`src/rtl/fx_pkg.sv`:
```
// Shared types and helpers for the front-panel effect sequencer.
// Latency: none (types, constants and a combinational helper only).
// Backpressure: not applicable.
package fx_pkg;

  // Commit FSM: waiting for a change, waiting for a frame boundary, holding a fresh commit.
  typedef enum logic [1:0] {
    IDLE = 2'd0,
    PEND = 2'd1,
    HOLD = 2'd2
  } fx_state_e;

  // Index 0 means no effect enabled.
  localparam logic [2:0] FX_BYPASS = 3'd0;

  // Largest effect count a 3-bit index can address.
  localparam int FX_MAX_N = 7;

  // Index 1..7 selects enable bit idx-1; bypass yields all zeros.
  function automatic logic [FX_MAX_N-1:0] idx_to_onehot(input logic [2:0] idx);
    logic [FX_MAX_N-1:0] oh;
    oh = '0;
    if (idx != FX_BYPASS) begin
      oh[idx - 3'd1] = 1'b1;
    end
    return oh;
  endfunction

endpackage

```
`src/rtl/key_debounce.sv`:
```
// Pushbutton conditioner: 2-flop synchroniser, stability counter, press-edge pulse.
// Latency: raw edge to press_pulse is 2 + DEB_CYCLES clk cycles.
// Backpressure: none; the key is sampled every cycle and releases produce no event.
module key_debounce #(
  parameter int DEB_CYCLES = 500000,
  parameter int CNT_W      = 20
) (
  input  logic clk,
  input  logic rst_n,
  input  logic key_n,
  output logic pressed,
  output logic press_pulse
);

  localparam logic [CNT_W-1:0] CNT_LAST = CNT_W'(DEB_CYCLES - 1);

  logic [1:0]       sync;
  logic [CNT_W-1:0] cnt;
  logic             level_pressed;

  // Synchroniser resets to the released (high) level so reset release is not seen as a press.
  always_ff @(posedge clk or negedge rst_n) begin
    if (!rst_n) begin
      sync <= 2'b11;
    end else begin
      sync <= {sync[0], key_n};
    end
  end

  assign level_pressed = ~sync[1];

  // Accept a new level only after it has held for DEB_CYCLES cycles; pulse on press only.
  always_ff @(posedge clk or negedge rst_n) begin
    if (!rst_n) begin
      cnt         <= '0;
      pressed     <= 1'b0;
      press_pulse <= 1'b0;
    end else begin
      press_pulse <= 1'b0;
      if (level_pressed != pressed) begin
        if (cnt == CNT_LAST) begin
          cnt         <= '0;
          pressed     <= level_pressed;
          press_pulse <= level_pressed;
        end else begin
          cnt <= cnt + CNT_W'(1);
        end
      end else begin
        cnt <= '0;
      end
    end
  end

endmodule

```
`src/rtl/fx_mode_sequencer.sv`:
```
// Front-panel effect selector: debounced keys pick a requested effect, committed on frame starts.
// Latency: fx_en/fx_idx update one cycle after the committing frame_en; key press adds 2+DEB_CYCLES.
// Backpressure: lock defers commits; a fresh commit is held for at least one full frame.
module fx_mode_sequencer
  import fx_pkg::*;
#(
  parameter int N_FX       = 4,
  parameter int DEB_CYCLES = 500000,
  parameter int CNT_W      = 20
) (
  input  logic            clk,
  input  logic            rst_n,
  input  logic            key_next_n,
  input  logic            key_clr_n,
  input  logic            frame_en,
  input  logic            lock,
  output logic [N_FX-1:0] fx_en,
  output logic [2:0]      fx_idx,
  output logic [2:0]      req_idx,
  output logic            pending
);

  localparam logic [2:0] FX_LAST = 3'(N_FX);

  logic            next_pulse;
  logic            clr_pulse;
  logic            next_held;
  logic            clr_held;
  logic            unused_held;
  fx_state_e       state;
  fx_state_e       state_next;
  logic            commit;
  logic [2:0]      req_next;
  logic [2:0]      fx_idx_next;
  logic [N_FX-1:0] fx_en_next;

  key_debounce #(
    .DEB_CYCLES (DEB_CYCLES),
    .CNT_W      (CNT_W)
  ) u_deb_next (
    .clk         (clk),
    .rst_n       (rst_n),
    .key_n       (key_next_n),
    .pressed     (next_held),
    .press_pulse (next_pulse)
  );

  key_debounce #(
    .DEB_CYCLES (DEB_CYCLES),
    .CNT_W      (CNT_W)
  ) u_deb_clr (
    .clk         (clk),
    .rst_n       (rst_n),
    .key_n       (key_clr_n),
    .pressed     (clr_held),
    .press_pulse (clr_pulse)
  );

  // Held key levels are not consumed here; only press events matter.
  assign unused_held = next_held ^ clr_held;

  // Requested index: clear wins over next; next wraps from the last effect back to bypass.
  always_comb begin
    req_next = req_idx;
    if (clr_pulse) begin
      req_next = FX_BYPASS;
    end else if (next_pulse) begin
      req_next = (req_idx == FX_LAST) ? FX_BYPASS : req_idx + 3'd1;
    end
  end

  // Request register.
  always_ff @(posedge clk or negedge rst_n) begin
    if (!rst_n) begin
      req_idx <= FX_BYPASS;
    end else begin
      req_idx <= req_next;
    end
  end

  // Commit FSM: a request only reaches the enables on an unlocked frame start, then holds a frame.
  always_comb begin
    state_next = state;
    commit     = 1'b0;
    case (state)
      IDLE: begin
        if (req_idx != fx_idx) begin
          state_next = PEND;
        end
      end
      PEND: begin
        if (req_idx == fx_idx) begin
          state_next = IDLE;
        end else if (frame_en && !lock) begin
          commit     = 1'b1;
          state_next = HOLD;
        end
      end
      HOLD: begin
        if (frame_en) begin
          state_next = (req_idx != fx_idx) ? PEND : IDLE;
        end
      end
      default: begin
        state_next = IDLE;
      end
    endcase
  end

  // FSM state register.
  always_ff @(posedge clk or negedge rst_n) begin
    if (!rst_n) begin
      state <= IDLE;
    end else begin
      state <= state_next;
    end
  end

  // Next committed index and enables; the request value sampled at the frame start is the one shown.
  always_comb begin
    fx_idx_next = fx_idx;
    fx_en_next  = fx_en;
    if (commit) begin
      fx_idx_next = req_idx;
      fx_en_next  = N_FX'(idx_to_onehot(req_idx));
    end
  end

  // Output registers; pending is computed from next values so it always matches the index outputs.
  always_ff @(posedge clk or negedge rst_n) begin
    if (!rst_n) begin
      fx_idx  <= FX_BYPASS;
      fx_en   <= '0;
      pending <= 1'b0;
    end else begin
      fx_idx  <= fx_idx_next;
      fx_en   <= fx_en_next;
      pending <= (req_next != fx_idx_next);
    end
  end

endmodule

```
`config.mk`:
```
export PLATFORM = sky130hd
export DESIGN_NAME = fx_mode_sequencer
export DESIGN_NICKNAME = d
export VERILOG_FILES = /design/src/rtl/fx_pkg.sv /design/src/rtl/key_debounce.sv /design/src/rtl/fx_mode_sequencer.sv
export SDC_FILE = /design/constraint.sdc
export NUM_CORES = 1
export LEC_CHECK = 0
export CORE_ASPECT_RATIO = 0.75
export CORE_MARGIN = 4
export CORE_UTILIZATION = 40
export CTS_CLUSTER_SIZE = 24
export DETAILED_ROUTE_END_ITERATION = 7
export HOLD_SLACK_MARGIN = 0.02
export SETUP_SLACK_MARGIN = 0.15
export SYNTH_ARGS = -nofsm -noshare
export SYNTH_HDL_FRONTEND = slang
export SYNTH_SLANG_ARGS = --single-unit
```
`constraint.sdc`:
```
create_clock -name clk -period 4.7 [get_ports clk]
set_input_delay 0.94 -clock clk [delete_from_list [all_inputs] [get_ports clk]]
set_output_delay 0.94 -clock clk [all_outputs]
set_load 0.05 [all_outputs]
```
==> impl_results.md <==
* Final Max Tran Viols at 0
* Post-Synth XOR/XNOR Area at 0.110
* WS Path Type: flip-flop to output pin
* Detailed-route wire length at 5600 um
* Synth Instances at 284
* Nets at 318
* Comb power frac at 0.031
* Area added between synthesis and finish at 15.4%
* CP max stage delay at 0.87 ns
* Distinct cells, synth at 38
* Clock buffer count from CTS at 9
* Largest area contributor in the netlist: dfrtp_1
* Starting density of the core at 0.421
* I/O pin count at 17
* CTS tree: built
* Complex-gate fraction of the synthesized area at 0.0693
* Most frequent cell after synthesis: dfrtp_1
* Post-DP HPWL at 3820 um
* Die height at 82.3 um
* Sum Neg Setup Slack at 0 ns
* Post-Synthesis Cell Area at 2940 um2
* # hold bufs at CTS at 0
* Setup-failing EPs final at 0
* P_leak at 1.40 nW
* Achievable Freq at 372 MHz
* Largest family of logic cells by synthesized area: simple AND/OR/NAND/NOR gates
* Gpl congestion at 0.742
* Max_slew headroom at 0.395
* ANT cells at 0
* Core area at 6990 um2
* Clock root cell: clkbuf_8
* Synth warn at 0
* Clock share of power at 0.450
* Syn Area/Cell at 10.4 um2
* Number of synthesized flops with an enable pin at 0
* Worst EP arrival at 1.75 ns
* Finished Layout Cells at 410
* Remaining design rule violation count at 0
* Minimum clock period at 2.69 ns
* Clock Sinks at 61
* Slew @ Worst Pin at 0.904 ns
* Clk pin slew, worst setup/hold paths at 0.08 ns
* Hold WS at 0.350 ns
* Crit path max-delay cell type: clkdlybuf4s50_1
* PortBufs at 16
* Worst Hold Launch: u_deb_next.sync[0]
* Final Skew at 0.0130 ns
* Share of flip-flops with an asynchronous set or reset at 1.00
* Synth area leaders: dfrtp_1, xnor2_1, nor2_1
* Row cnt at 26
* First-pass GRT wire length at 9650 um
* Final hold vios at 0
* Clock latency on the worst-skew pair at 0.34 ns
* Clock Path Buffers at 2
* Syn_nets at 295
* Setup Fix Bufs, Post-CTS at 0
* Placed Cells incl. Taps at 394
* Die width at 107 um
* GRT Util Overall at 0.141
* Sw Share at 0.238
* H-tree levels at 3
* Largest net degree at the start of global routing at 62
* Final worst-path cycle share at 0.572
* Status: finished, final reports clean
* Overall power at 0.00104 W
* Sequential fraction of the synthesis area at 0.520
* RSZ-0062 raised after global routing: no
* Initial antenna violation count at 0
* Layout cell share with drive strength beyond 1 at 0.106
* CP cell instances: clkdlybuf4s50_1
* Sequential power share at 0.519
* WL/cell at 13.7 um
* CP Buf/Inv Count at 1
* Crit start category: flip-flop
* Register bit total from synthesis at 61
* Critical Path Sink Type: output pin
* Total grt overflow at 0
* Peak supply drop at 0.168 mV
* Post-CTS resize count at 0
* Adder-cell share of the synthesized area at 0.0212
* Yosys top cell area share at 0.484
* Final Util at 0.486
* Psw at 0.000247 W
* Max FO, Critical Path at 9
* Simple-gate share of the synthesized area at 0.230
* Router iterations before antenna repair at 4
* Required @ worst endpoint at 3.76 ns
* Via Count at 2130
* CP startpoint: req_idx[0]
* Kind of cell adding the most delay to the critical path: buffers and inverters
* Worst min-delay path class: flip-flop to flip-flop
* Antenna viol nets, final at 0
* Internal at 0.000790 W
* FILL cells at 663
* Iter 0 DRT Violations at 130
* Vias in the first global route at 2047
* Worst r2r src: u_deb_next.cnt[0]
* Most used DFF post-synth: dfrtp_1
* Mux contribution to synthesized area at 0.0217
* Drt via density at 5.20
* PD cells at 305 nW/um2
* Die area at 8810 um2
* Top post-synthesis cells by count: dfrtp_1, nor2_1, xnor2_1, nand2_1, inv_1
* Max cap viols at 0
power groups by stage:
stage	logic (W)	clock network [W]	registers, W
final	0.0000320	0.000466	0.000538
after CTS	0.0000335	0.000482	0.000538
after detailed placement	0.0000334	0	0.000548
after global placement	0.0000330	0	0.000548
after floorplan	0.0000156	0	0.000547
after global routing	0.0000372	0.000505	0.000539
cell families (layout without fill, tap and decap cells):
family	Yosys count	in the layout
adders and majority gates	5	5
buffers and inverters	18	46
xor gates and xnor gates	37	37
muxes	6	6
DFF	61	61
and+or+nand+nor	129	129
AOI/OAI and AO/OA	28	28
worst register-to-register path: stages (launching register included):
cell and delay, ns:
dfrtp_1 0.42, ha_1 0.26, nand4_1 0.38, o41ai_4 0.98, nor2_1 0.12
flip-flops by register name, summed over array words and instances, names as in the netlist:
register and cells:
u_deb_next.pressed 1, u_deb_next.cnt 20, fx_idx 3, req_idx 3, u_deb_clr.cnt 20, state 2
u_deb_clr.press_pulse 1, u_deb_clr.sync 2, u_deb_clr.pressed 1, pending 1, fx_en 4, u_deb_next.press_pulse 1
u_deb_next.sync 2
cell usage in the layout, fill, tap and decap left out, types with 6 or more instances in the layout:
cell type and instances:
a21oi_1 10, clkbuf_8 9, clkdlybuf4s50_1 15, dfrtp_1 57
inv_1 13, nand2_1 21, nand3_1 10, nand4_1 12
nor2_1 39, nor3_1 10, nor4_1 12, o21ai_0 8
or3_1 6, xnor2_1 25, xor2_1 12
stage by stage:
| stage | worst slack (ns) | instance area [um2] |
|---|---|---|
| after CTS | 1.99 | 3400 |
| after detailed placement | 2.18 | 3200 |
| final | 2.01 | 3400 |
| after floorplan | 2.71 | 2940 |
| after global placement | 2.21 | 3200 |
| after global routing | 1.93 | 3400 |
final cells by class:
cell class | count | area (um2) | area share
multi-input combinational | 205 | 1330 | 0.392
timing repair buffer | 17 | 163 | 0.0479
clock inverter | 7 | 75.1 | 0.0221
inverter | 13 | 48.8 | 0.0144
clock buffer | 9 | 124 | 0.0365
tap | 98 | 123 | 0.0361
sequential | 61 | 1530 | 0.451
path summary, 6_finish.rpt:
| kind | end | slack, ns | depth (start not counted) |
|---|---|---|---|
| hold reg to reg | u_deb_next.sync[1] | 0.35 | 0 |
| hold / removal | u_deb_next.sync[1] | 0.35 | 0 |
| min in group asynchronous | state[1] | 0.74 | 2 |
| max in group asynchronous | u_deb_clr.cnt[7] | 3.44 | 2 |
| setup / recovery | req_idx[0] | 2.01 | 1 |
| setup reg to reg | u_deb_next.cnt[6] | 2.39 | 4 |
metal layers:
| metal | up-vias | track usage | share of wire | wire (um) |
|---|---|---|---|---|
| li1 | 1054 | - | - | - |
| met3 | 9 | 0.0536 | 0.054 | 304 |
| met2 | 42 | 0.205 | 0.40 | 2230 |
| met4 | 0 | 0.0498 | 0.015 | 83 |
| met5 | - | 0 | 0 | 0 |
| met1 | 1025 | 0.193 | 0.53 | 2980 |
Power figures use the tool's default switching activity.
==> edit (same settings) <==
Change the package constant `FX_BYPASS` from 3'd0 to 3'd1.
--- a/src/rtl/fx_pkg.sv
+++ b/src/rtl/fx_pkg.sv
@@ -13,3 +13,3 @@
   // Index 0 means no effect enabled.
-  localparam logic [2:0] FX_BYPASS = 3'd0;
+  localparam logic [2:0] FX_BYPASS = 3'd1;
 
Formal check against the unedited RTL: not equivalent (a bounded check fails within 4 cycles, from zero or initial values and one cycle with rst_n low).
==> edit against the original RTL <==
- setup slack worse by 0.062 ns
- power down 0.47%
- final cell count shrank 0.98%
- area after synthesis is essentially flat
- register-to-register slack improved by 0.10 ns
- cell area barely moved
- routed wire length up 0.71%
- sequential cell count did not move
==> edit: results (changes against the original RTL) <==
<table>
<tr><th>Metric</th><th>Value</th></tr>
<tr><th colspan="2">Status</th></tr>
<tr><td>Result of the run</td><td>finished clean</td></tr>
<tr><th colspan="2">Routing</th></tr>
<tr><td>Detailed-route wire length</td><td>5.640 mm (+0.71%)</td></tr>
<tr><td>Iteration-0 DRC count of the detailed router</td><td>97 (-25%)</td></tr>
<tr><td>Routed via count divided by cell count</td><td>5.305 (+2.1%)</td></tr>
<tr><th colspan="2">Yosys</th></tr>
<tr><td>Post-Synth Adder-Cell Area</td><td>0.02552 (+0.004272)</td></tr>
<tr><td>Compound-cell area share of the yosys netlist</td><td>0.08422 (+0.01495)</td></tr>
<tr><td>XOR/XNOR Fraction of Synth Area</td><td>0.1042 (-0.005861)</td></tr>
<tr><td>Most instantiated cells after synthesis</td><td>dfrtp_1 (55), nor2_1 (35), xor2_1 (19), nand2_1 (18), nand4_1 (17)</td></tr>
<tr><td>Sequential element share of the synthesized area</td><td>0.5215 (+0.001293)</td></tr>
<tr><td>Share of cell area taken by muxes after synthesis</td><td>0.01829 (-0.003384)</td></tr>
<tr><td>Ranking of synthesized cells by area</td><td>dfrtp_1 (47%), xor2_1 (5.7%), dfstp_2 (5.4%)</td></tr>
<tr><td>Net Count, Synth</td><td>294 (-0.34%)</td></tr>
<tr><th colspan="2">Critical path</th></tr>
<tr><td>Worst path arrival time</td><td>1.81 ns (+0.06 ns)</td></tr>
<tr><td>Endpoint of the most critical register-to-register path</td><td>u_deb_next.cnt[5]</td></tr>
<tr><td>Critical path's largest stage delay</td><td>0.84 ns (-0.03 ns)</td></tr>
<tr><td>Startpoint of the worst setup timing path</td><td>req_idx[0]</td></tr>
<tr><td>Minimum setup slack among reg-to-reg paths</td><td>2.49 ns (+0.10 ns)</td></tr>
<tr><th colspan="2">Placement</th></tr>
<tr><td>Estimated wirelength of the detail-placed design</td><td>3.836 mm (+0.43%)</td></tr>
<tr><td>Global placement routability congestion</td><td>0.7575 (+2.1%)</td></tr>
<tr><th colspan="2">Power and ir drop</th></tr>
<tr><td>VDD IR max</td><td>0.1382 mV (-18%)</td></tr>
<tr><td>Reported leakage power</td><td>0.001416 µW (+1.3%)</td></tr>
<tr><th colspan="2">Timing</th></tr>
<tr><td>Setup clock skew after layout</td><td>0.007316 ns (-0.005701 ns)</td></tr>
<tr><th colspan="2">GRT</th></tr>
<tr><td>Wire length of the first global-routing pass</td><td>9.970 mm (+3.3%)</td></tr>
<tr><th colspan="2">Finish</th></tr>
<tr><td>Share of cells above drive strength 1</td><td>0.1071 (+0.001374)</td></tr>
<tr><td>Number of nets at the end of the flow</td><td>315 (-0.94%)</td></tr>
</table>
edit: cell count changes after synthesis, sizes merged, moves of 4 or more:
cell   change
nand4      +4
nor4       -6
nor2       -4
xnor2      -9
inv        -5
xor2       +7
edit: worst min path at each step:
stage | start | end | slack [ns] | depth (start not counted)
after detailed placement | u_deb_next.sync[0] | u_deb_next.sync[1] | 0.35 | 0
final | u_deb_clr.sync[0] | u_deb_clr.sync[1] | 0.35 | 0
after CTS | u_deb_clr.sync[0] | u_deb_clr.sync[1] | 0.36 | 0
after global routing | u_deb_clr.sync[0] | u_deb_clr.sync[1] | 0.36 | 0
after floorplan | u_deb_clr.sync[0] | u_deb_clr.sync[1] | 0.35 | 0
after global placement | u_deb_next.sync[0] | u_deb_next.sync[1] | 0.35 | 0
edit: cell type report:
| class | instances | area [µm²] |
|---|---|---|
| sequential | 61 | 1534 |
| multi-input combinational | 206 | 1354 |
| clock buffer | 11 | 141.4 |
| tap | 98 | 122.6 |
| timing repair buffer | 17 | 162.7 |
| fill | 667 | 3567 |
| clock inverter | 5 | 50.05 |
| inverter | 8 | 30.03 |
edit: routing by layer:
layer  share of wire  vias to the layer above  track usage
met4           0.020                        0      0.06258
met3           0.051                       12      0.04895
met2            0.39                       53       0.2004
li1                -                     1065            -
met1            0.54                     1024       0.2068
met5               0                        -            0
edit: stage by stage:
stage	worst slack, ns	cells	instance area [µm²]
after floorplan	2.652	282	2942
after global placement	2.267	390	3203
after detailed placement	2.220	390	3203
after CTS	1.920	406	3395
after global routing	1.895	406	3395
final	1.948	406	3395
edit: report_power, final:
part	leakage, µW	internal [µW]	switching [µW]
logic	0.000486	10.3	21.0
clock network	0.000103	256	206
registers	0.000826	532	6.28
